### config.mk
export PLATFORM = sky130hd
export DESIGN_NAME = load_store_unit
export DESIGN_NICKNAME = d
export VERILOG_FILES = /design/src/rtl/lsu_pkg.sv /design/src/rtl/lsu_load_align.sv /design/src/rtl/load_store_unit.sv
export SDC_FILE = /design/constraint.sdc
export NUM_CORES = 1
export LEC_CHECK = 0
export BUFFER_PORTS_ARGS = -buffer_cell sky130_fd_sc_hd__buf_2
export CAP_MARGIN = 20
export CORE_AREA = 2 2 108 110
export DETAILED_ROUTE_END_ITERATION = 6
export DIE_AREA = 0 0 110 112
export GPL_TIMING_DRIVEN = 0
export PLACE_DENSITY_LB_ADDON = 0.08
export SLEW_MARGIN = 0
export SYNTH_ARGS = -nofsm -noshare
export SYNTH_HDL_FRONTEND = slang
export SYNTH_SLANG_ARGS = --single-unit
### constraint.sdc
create_clock -name clk -period 4.9 [get_ports clk]
set_input_delay 0.735 -clock clk [delete_from_list [all_inputs] [get_ports clk]]
set_output_delay 0.735 -clock clk [all_outputs]
set_load 0.005 [all_outputs]
### src/rtl/lsu_pkg.sv
// Shared constants, state encoding and request-decode helpers for the load/store unit.
package lsu_pkg;

  localparam logic [2:0] LB  = 3'b000;
  localparam logic [2:0] LH  = 3'b001;
  localparam logic [2:0] LW  = 3'b010;
  localparam logic [2:0] LBU = 3'b100;
  localparam logic [2:0] LHU = 3'b101;
  localparam logic [2:0] SB  = 3'b000;
  localparam logic [2:0] SH  = 3'b001;
  localparam logic [2:0] SW  = 3'b010;

  localparam logic [1:0] ERR_NONE     = 2'b00;
  localparam logic [1:0] ERR_MISALIGN = 2'b01;
  localparam logic [1:0] ERR_ILLEGAL  = 2'b10;
  localparam logic [1:0] ERR_TIMEOUT  = 2'b11;

  typedef enum logic [1:0] {
    ST_IDLE = 2'd0,
    ST_REQ  = 2'd1,
    ST_DONE = 2'd2
  } lsu_state_t;

  function automatic logic [3:0] lane_be(input logic [2:0] f3, input logic [1:0] lane);
    case (f3[1:0])
      2'b00:   lane_be = 4'b0001 << lane;
      2'b01:   lane_be = lane[1] ? 4'b1100 : 4'b0011;
      default: lane_be = 4'b1111;
    endcase
  endfunction

  // Illegal width code takes precedence over misalignment.
  function automatic logic [1:0] check_req(input logic is_store, input logic [2:0] f3,
                                           input logic [1:0] lane);
    logic illegal;
    illegal = is_store ? (f3 >= 3'b011)
                       : (f3 == 3'b011 || f3 == 3'b110 || f3 == 3'b111);
    if (illegal)                                check_req = ERR_ILLEGAL;
    else if (f3[1:0] == 2'b01 && lane[0])       check_req = ERR_MISALIGN;
    else if (f3[1:0] == 2'b10 && lane != 2'b00) check_req = ERR_MISALIGN;
    else                                        check_req = ERR_NONE;
  endfunction

endpackage

### src/rtl/lsu_load_align.sv
// Picks the addressed byte/halfword out of a memory word and sign- or zero-extends it.
module lsu_load_align
  import lsu_pkg::*;
(
  input  logic [2:0]  funct3,
  input  logic [1:0]  lane,
  input  logic [31:0] word,
  output logic [31:0] data
);

  logic [7:0]  sel_byte;
  logic [15:0] sel_half;

  always_comb begin
    case (lane)
      2'd0:    sel_byte = word[7:0];
      2'd1:    sel_byte = word[15:8];
      2'd2:    sel_byte = word[23:16];
      default: sel_byte = word[31:24];
    endcase
    sel_half = lane[1] ? word[31:16] : word[15:0];
    case (funct3)
      LB:      data = {{24{sel_byte[7]}}, sel_byte};
      LBU:     data = {24'd0, sel_byte};
      LH:      data = {{16{sel_half[15]}}, sel_half};
      LHU:     data = {16'd0, sel_half};
      default: data = word;
    endcase
  end

endmodule

### src/rtl/load_store_unit.sv
// Memory-stage load/store engine: one request per transaction, req/ack handshake with timeout.
//   state   | meaning
//   ST_IDLE | waiting for start; memory outputs held at 0
//   ST_REQ  | mem_req high, waiting for mem_ack or timeout
//   ST_DONE | one-cycle done pulse with rdata/err valid
module load_store_unit
  import lsu_pkg::*;
#(
  parameter int ADDR_W         = 32,
  parameter int TIMEOUT_CYCLES = 255
) (
  input  logic              clk,
  input  logic              rst_n,
  input  logic              start,
  input  logic              is_store,
  input  logic [2:0]        funct3,
  input  logic [ADDR_W-1:0] addr,
  input  logic [31:0]       wdata,
  output logic [31:0]       rdata,
  output logic              done,
  output logic              busy,
  output logic              err,
  output logic [1:0]        err_code,
  output logic              mem_req,
  output logic              mem_we,
  output logic [ADDR_W-1:0] mem_addr,
  output logic [3:0]        mem_be,
  output logic [31:0]       mem_wdata,
  input  logic [31:0]       mem_rdata,
  input  logic              mem_ack
);

  localparam logic [15:0] TO_LAST = 16'(TIMEOUT_CYCLES - 1);

  lsu_state_t  state, state_nxt;
  logic [15:0] cnt;
  logic [2:0]  f3_q;
  logic [1:0]  lane_q;
  logic [1:0]  req_err;
  logic [31:0] load_data;

  lsu_load_align u_align (
    .funct3 (f3_q),
    .lane   (lane_q),
    .word   (mem_rdata),
    .data   (load_data)
  );

  assign mem_req = (state == ST_REQ);
  assign done    = (state == ST_DONE);
  assign busy    = (state != ST_IDLE);

  always_comb begin
    req_err   = check_req(is_store, funct3, addr[1:0]);
    state_nxt = state;
    case (state)
      ST_IDLE: if (start) state_nxt = (req_err == ERR_NONE) ? ST_REQ : ST_DONE;
      ST_REQ:  if (mem_ack || cnt == TO_LAST) state_nxt = ST_DONE;
      default: state_nxt = ST_IDLE;
    endcase
  end

  always_ff @(posedge clk or negedge rst_n) begin
    if (!rst_n) state <= ST_IDLE;
    else        state <= state_nxt;
  end

  always_ff @(posedge clk or negedge rst_n) begin
    if (!rst_n) begin
      cnt       <= '0;
      f3_q      <= '0;
      lane_q    <= '0;
      rdata     <= '0;
      err       <= 1'b0;
      err_code  <= ERR_NONE;
      mem_we    <= 1'b0;
      mem_addr  <= '0;
      mem_be    <= '0;
      mem_wdata <= '0;
    end else begin
      case (state)
        ST_IDLE: if (start) begin
          if (req_err == ERR_NONE) begin
            cnt      <= '0;
            f3_q     <= funct3;
            lane_q   <= addr[1:0];
            mem_we   <= is_store;
            mem_addr <= {addr[ADDR_W-1:2], 2'b00};
            mem_be   <= lane_be(funct3, addr[1:0]);
            if (!is_store)                mem_wdata <= '0;
            else if (funct3[1:0] == 2'b00) mem_wdata <= {4{wdata[7:0]}};
            else if (funct3[1:0] == 2'b01) mem_wdata <= {2{wdata[15:0]}};
            else                           mem_wdata <= wdata;
          end else begin
            err      <= 1'b1;
            err_code <= req_err;
            rdata    <= '0;
          end
        end
        ST_REQ: begin
          if (mem_ack || cnt == TO_LAST) begin
            // ack on the final counted cycle still wins over the timeout
            rdata     <= (mem_ack && !mem_we) ? load_data : 32'd0;
            err       <= !mem_ack;
            err_code  <= mem_ack ? ERR_NONE : ERR_TIMEOUT;
            mem_we    <= 1'b0;
            mem_addr  <= '0;
            mem_be    <= '0;
            mem_wdata <= '0;
          end else begin
            cnt <= cnt + 16'd1;
          end
        end
        default: begin
          err      <= 1'b0;
          err_code <= ERR_NONE;
        end
      endcase
    end
  end

endmodule

### Yosys cells after proc, flatten, opt, wreduce, memory -nomap -nowiden

Index checks and enable logic that the tools add are counted.

| word-level totals | value |
|---|---|
| flip-flop bits (word level) | 127 |
| input port bits | 104 |
| output and inout bits | 107 |

| operators by class | value |
|---|---|
| add/sub/neg operators | 1 |
| magnitude comparators | 1 |
| eq/ne operators | 18 |
| shift-type cells | 1 |
| multiplexer cells | 49 |
| reductions and logical operators | 22 |

Operator list:

| cell | count |
|---|---|
| 2-to-1 mux 32 bit | 12 |
| one-hot mux 32 bit (2 select lines) | 3 |
| one-hot mux 32 bit (4 select lines) | 1 |
| 2-to-1 mux 16 bit | 4 |
| one-hot mux 16 bit (2 select lines) | 1 |
| one-hot mux 8 bit (3 select lines) | 1 |
| adder 16 x 1 -> 16 bit (second input constant) | 1 |
| equality test 16 x 8 -> 1 bit (second input constant) | 1 |
| 2-to-1 mux 2 bit | 8 |
| 2-to-1 mux 4 bit | 4 |
| one-hot mux 4 bit (2 select lines) | 2 |
| equality test 3 bit (second input constant) | 4 |
| AND reduction 4 bit | 3 |
| 2-to-1 mux 1 bit | 9 |
| zero test 2 bit | 4 |
| != test 2 bit (second input constant) | 4 |
| one-hot mux 2 bit (2 select lines) | 2 |
| equality test 2 x 1 -> 1 bit (second input constant) | 3 |
| equality test 2 bit (second input constant) | 3 |
| AND reduction 3 bit | 2 |
| nonzero test 2 bit | 3 |
| one-hot mux 1 bit (2 select lines) | 2 |
| << shifter 1 x 2 -> 4 bit (first input constant) | 1 |
| equality test 3 x 1 -> 1 bit (second input constant) | 1 |
| other kinds (8) | 13 |

### Logic depth before layout (Yosys ltp)

| depth | value |
|---|---|
| depth after elaboration | 9 |
| gate-level depth with buffers | 9 |
| gate-level depth less buffers | 6 |

### Hierarchy

Synthesis repeated with hierarchy kept, for this count alone.

| unflattened totals | value |
|---|---|
| cell total of the unflattened synthesis | 781 |
| area, all modules | 7199.4 um^2 |

By module, submodules not included:

| module | instances | cells an instance | area an instance (um^2) | sequential area each (um^2) |
|---|---|---|---|---|
| load_store_unit | 1 | 648 | 6229.7 | 3128.0 |
| lsu_load_align | 1 | 133 | 969.7 | 0.0 |

### Least setup slack after synthesis

No wires, ideal clock.

| timing | value |
|---|---|
| path kind | input-to-reg |
| start point | input port funct3[0] |
| end point | register mem_addr[22] |
| library setup time | 121 ps |
| data arrival time | 2019 ps |
| slack | 2760 ps |
| stages on the path | 7 |
| cells stage by stage | buf_2 > a221oi_2 > o211a_2 > o22ai_2 > buf_4 > buf_6 > a22o_1 |

| on the way | value |
|---|---|
| cells in the longest elaborated chain, start to end | 8 |
| elaborated cells between the ends (all ways) | 17 |

Ends and longest elaborated chain:

| item | RTL line | text |
|---|---|---|
| start, declared | load_store_unit.sv:16 | `input logic [2:0] funct3,` |
| equality test 2 bit (tied with other cells) | lsu_pkg.sv:40 | `else if (f3[1:0] == 2'b10 && lane != 2'b00) check_req = ERR_MISALIGN;` |
| logical AND 1 bit or logical OR 1 bit (tied branches) | lsu_pkg.sv:40, lsu_pkg.sv:37 |  |
| 2-to-1 mux 1 bit or logical OR 1 bit (tied branches) | lsu_pkg.sv:40, lsu_pkg.sv:37 |  |
| 2-to-1 mux 1 bit, on equally long branches | lsu_pkg.sv:39, lsu_pkg.sv:36 |  |
| 2-to-1 mux 2 bit * | lsu_pkg.sv:38 | `if (illegal) check_req = ERR_ILLEGAL;` |
| zero test 2 bit * | load_store_unit.sv:83 | `if (req_err == ERR_NONE) begin` |
| != test 2 bit (no source line) * | -- |  |
| AND reduction 4 bit (no source line) * | -- |  |
| end signal, assigned | load_store_unit.sv:88 | `mem_addr <= {addr[ADDR_W-1:2], 2'b00};` |
| end, declared | load_store_unit.sv:26 | `output logic [ADDR_W-1:0] mem_addr,` |

Every way passes the cells marked *; elsewhere a longest branch is shown, timed or not.
A chain may end at the register's enable or synchronous reset.

### Worst setup path after layout

| timing | value |
|---|---|
| start point | register state[1] |
| end point | output port busy |

| on the way | value |
|---|---|
| cells in the longest elaborated chain, start to end | 1 |

Ends and longest elaborated chain:

| item | RTL line | text |
|---|---|---|
| start, declared | load_store_unit.sv:35 | `lsu_state_t state, state_nxt;` |
| start signal, assigned | load_store_unit.sv:65 | `else state <= state_nxt;` |
| nonzero test 2 bit | load_store_unit.sv:51 | `assign busy = (state != ST_IDLE);` |
| end, declared | load_store_unit.sv:21 | `output logic busy,` |

No other way between the ends.

==> impl_metrics.env <==
export IMPL_viasPerCell=5.75
export IMPL_fin_skew_ns=0.0100
export IMPL_rsz0062_at_grt="no"
export IMPL_fin_tns_setup_ns=0
export IMPL_yosysSeqAreaShare_pct=52.8
export IMPL_grt_antenna_before_repair=0
export IMPL_hold_viol=0
export IMPL_die_width_um=110
export IMPL_synth_seq_cells=125
export IMPL_critPathTopFamily="flip-flops"
export IMPL_cts_tree="built"
export IMPL_gp_congestion=0.851
export IMPL_pin_count=211
export IMPL_relSlewSlack_pct=35.5
export IMPL_grtUsageTotal_pct=28.0
export IMPL_async_flop_share_pct=100
export IMPL_drc=0
export IMPL_cts_resized=0
export IMPL_crit_path_max_fanout=6
export IMPL_synth_edf_count=0
export IMPL_drt_iter0_markers=282
export IMPL_endpoint_kind="primary output"
export IMPL_multi_input_area_sq_um=2540
export IMPL_port_buffers=206
export IMPL_setup_viol_count_final=0
export IMPL_power_density_nw_per_um2=475
export IMPL_wl_per_cell_um=18.4
export IMPL_path_cells="nor2_1, inv_1, buf_2"
export IMPL_dieHeight_um=112
export IMPL_synth_top_cell_area_share_pct=52.8
export IMPL_crit_required_ns=4.16
export IMPL_drt_total_wl_mm=16.6
export IMPL_maxCapViolCount=0
export IMPL_num_vias=5192
export IMPL_htreeDepth=4
export IMPL_synthTopCellsByArea="dfrtp_1 53%, a22o_1 9.2%, mux2i_1 5.2%"
export IMPL_synth_flop_cell="dfrtp_1"
export IMPL_synthDistinctLibCells=62
export IMPL_outcome="completed"
export IMPL_max_stage_delay_ns=0.45
export IMPL_cts_buffers=17
export IMPL_die_area_sq_um=12300
export IMPL_p_leak_nw=3.97
export IMPL_rr_endpoint="mem_wdata[11]"
export IMPL_ff2ff_path_depth=9
export IMPL_ys_warn_count=0
export IMPL_grt_pass1_vias=5273
export IMPL_yosysTopAreaCell="dfrtp_1"
export IMPL_clock_latency_ns=0.43
export IMPL_grt_max_degree=70
export IMPL_syn_cell_area_sq_um=5920
export IMPL_cts_hold_fix_buffers=0
export IMPL_rows=39
export IMPL_diodes=0
export IMPL_post_route_util_pct=69.6
export IMPL_irDropWorstVdd_mv=0.274
export IMPL_dp_final_hpwl_mm=12.2
export IMPL_fin_nets=853
export IMPL_post_route_period_util_pct=46.1
export IMPL_timing_rr_start="cnt[0]"
export IMPL_area_growth_pct=31.4
export IMPL_crit_type="reg2out"
export IMPL_fmax_mhz=442
export IMPL_floorplan_initialDensity_pct=53.0
export IMPL_fill_cells=866
export IMPL_cts_clk_slew_worst_paths_ns=0.06
export IMPL_cts_root_buf="clkbuf_16"
export IMPL_fp_coreArea_sq_um=11200
export IMPL_layout_drive_gt1_share_pct=37.0
export IMPL_cts_setup_buffers=0
export IMPL_ff_latch_area_sq_um=3130
export IMPL_cp_arrival_ns=1.53
export IMPL_tightest_slew_ns=0.963
export IMPL_crit_buf_inv=2
export IMPL_hold_class="in2async"
export IMPL_synth_cells=520
export IMPL_cts_buffer_depth=2
export IMPL_critPathLaunchType="flop"
export IMPL_path_depth=3
export IMPL_drv_slew=0
export IMPL_ff2ff_setup_slack_ns=2.77
export IMPL_clock_sinks=125
export IMPL_grt_overflow=0
export IMPL_drt_antenna_violating_nets=0
export IMPL_grt_pass1_wl_mm=26.5
export IMPL_syn_avg_cell_area_sq_um=11.4
export IMPL_drt_first_pass_iters=5
export IMPL_crit_slowest_cell="dfrtp_1"
export IMPL_post_route_min_period_ns=2.26
==> power by group <==
part | switching (mW) | leakage (nW) | internal, mW | total, mW
logic | 0.500 | 2.01 | 0.472 | 0.972
registers | 0.154 | 1.67 | 1.28 | 1.43
clock network | 0.479 | 0.278 | 0.813 | 1.29
total | 1.13 | 3.97 | 2.56 | 3.69
==> how the worst max path moves through the flow <==
stage	from	end	slack, ns
after global placement	rst_n	mem_addr[17]	1.51
final	state[1]	busy	2.64
after CTS	state[1]	busy	2.64
after detailed placement	funct3[0]	mem_wdata[19]	2.46
after floorplan	funct3[0]	mem_addr[22]	2.76
after global routing	state[0]	busy	2.53
==> sequential cells by signal, summed over array words and instances, names as in the netlist <==
| name | flops |
|---|---|
| state | 2 |
| err | 1 |
| rdata | 32 |
| f3_q | 3 |
| err_code | 2 |
| mem_we | 1 |
| mem_addr | 30 |
| mem_be | 4 |
| mem_wdata | 32 |
| cnt | 16 |
| lane_q | 2 |
==> cell type report <==
type,instances,share of cell area (%)
sequential,125,40.2
multi-input combinational,344,32.7
timing repair buffer,207,13.7
clock buffer,19,5.69
buffer,42,2.80
tap,143,2.30
clock inverter,13,2.14
inverter,10,0.483
==> Yosys cell counts (2+ instances only) <==
cell type    n
a211o_1      2
a21oi_1     24
a21oi_2      2
a221o_1      4
a22o_1      62
a32o_1       2
and2_1       3
and4_1       3
and4b_1      3
buf_1        5
buf_2       15
buf_4        7
buf_6        2
clkbuf_1    13
dfrtp_1    125
ha_1         2
inv_1       10
mux2_2       2
mux2i_1     31
nand2_1     35
nand2b_1    22
nand3_1      5
nand3b_1     2
nand4_1      3
nor2_1      10
nor2b_1      2
nor3_1       3
o211ai_1     2
o21ai_0     38
o22a_1       3
o2bb2ai_1   30
o31ai_1      4
or3_1       12
or4_1        4
==> placed cells by master, fill, tap and decap left out, types with 2 or more instances in the layout <==
cell	n
a211o_1	2
a21oi_1	24
a21oi_2	2
a221o_1	4
a22o_1	62
a32o_1	2
and2_1	3
and4_1	3
and4b_1	3
buf_1	5
buf_2	220
buf_4	7
buf_6	3
bufinv_16	3
clkbuf_1	14
clkbuf_16	17
clkinv_4	2
clkinvlp_4	6
conb_1	2
dfrtp_1	125
ha_1	2
inv_1	10
mux2_2	2
mux2i_1	31
nand2_1	35
nand2b_1	22
nand3_1	5
nand3b_1	2
nand4_1	3
nor2_1	10
nor2b_1	2
nor3_1	3
o211ai_1	2
o21ai_0	38
o22a_1	3
o2bb2ai_1	30
o31ai_1	4
or3_1	12
or4_1	4
==> layer usage <==
metal	GRT usage (%)	vias up	wire length, um
li1	-	2422	-
met1	36.3	2546	7080
met2	44.0	190	8050
met3	8.14	34	1130
met4	10.7	0	376
met5	0	-	0
==> metrics by stage <==
step / instance area, sq um / hold slack [ns] / power, mW / std cells / worst slack, ns
after detailed placement: 7170 / 0.469 / 2.41 / 871 / 2.46
after CTS: 7780 / 0.290 / 3.71 / 903 / 2.64
after global placement: 7130 / 0.468 / 2.38 / 870 / 1.51
after floorplan: 5920 / 0.439 / 1.96 / 521 / 2.76
after global routing: 7780 / 0.319 / 3.89 / 903 / 2.53
final: 7780 / 0.273 / 3.69 / 903 / 2.64
==> logic make-up after synthesis <==
kind of cell	after synthesis	share of synthesized area (%)
AOI/OAI and AO/OA	186	24.0
adders and majority gates	2	0.423
buffers and inverters	52	4.31
DFF	125	52.8
muxes	34	6.00
other	1	0.0633
and+or+nand+nor	120	12.4
(Power assumes the default switching activity.)
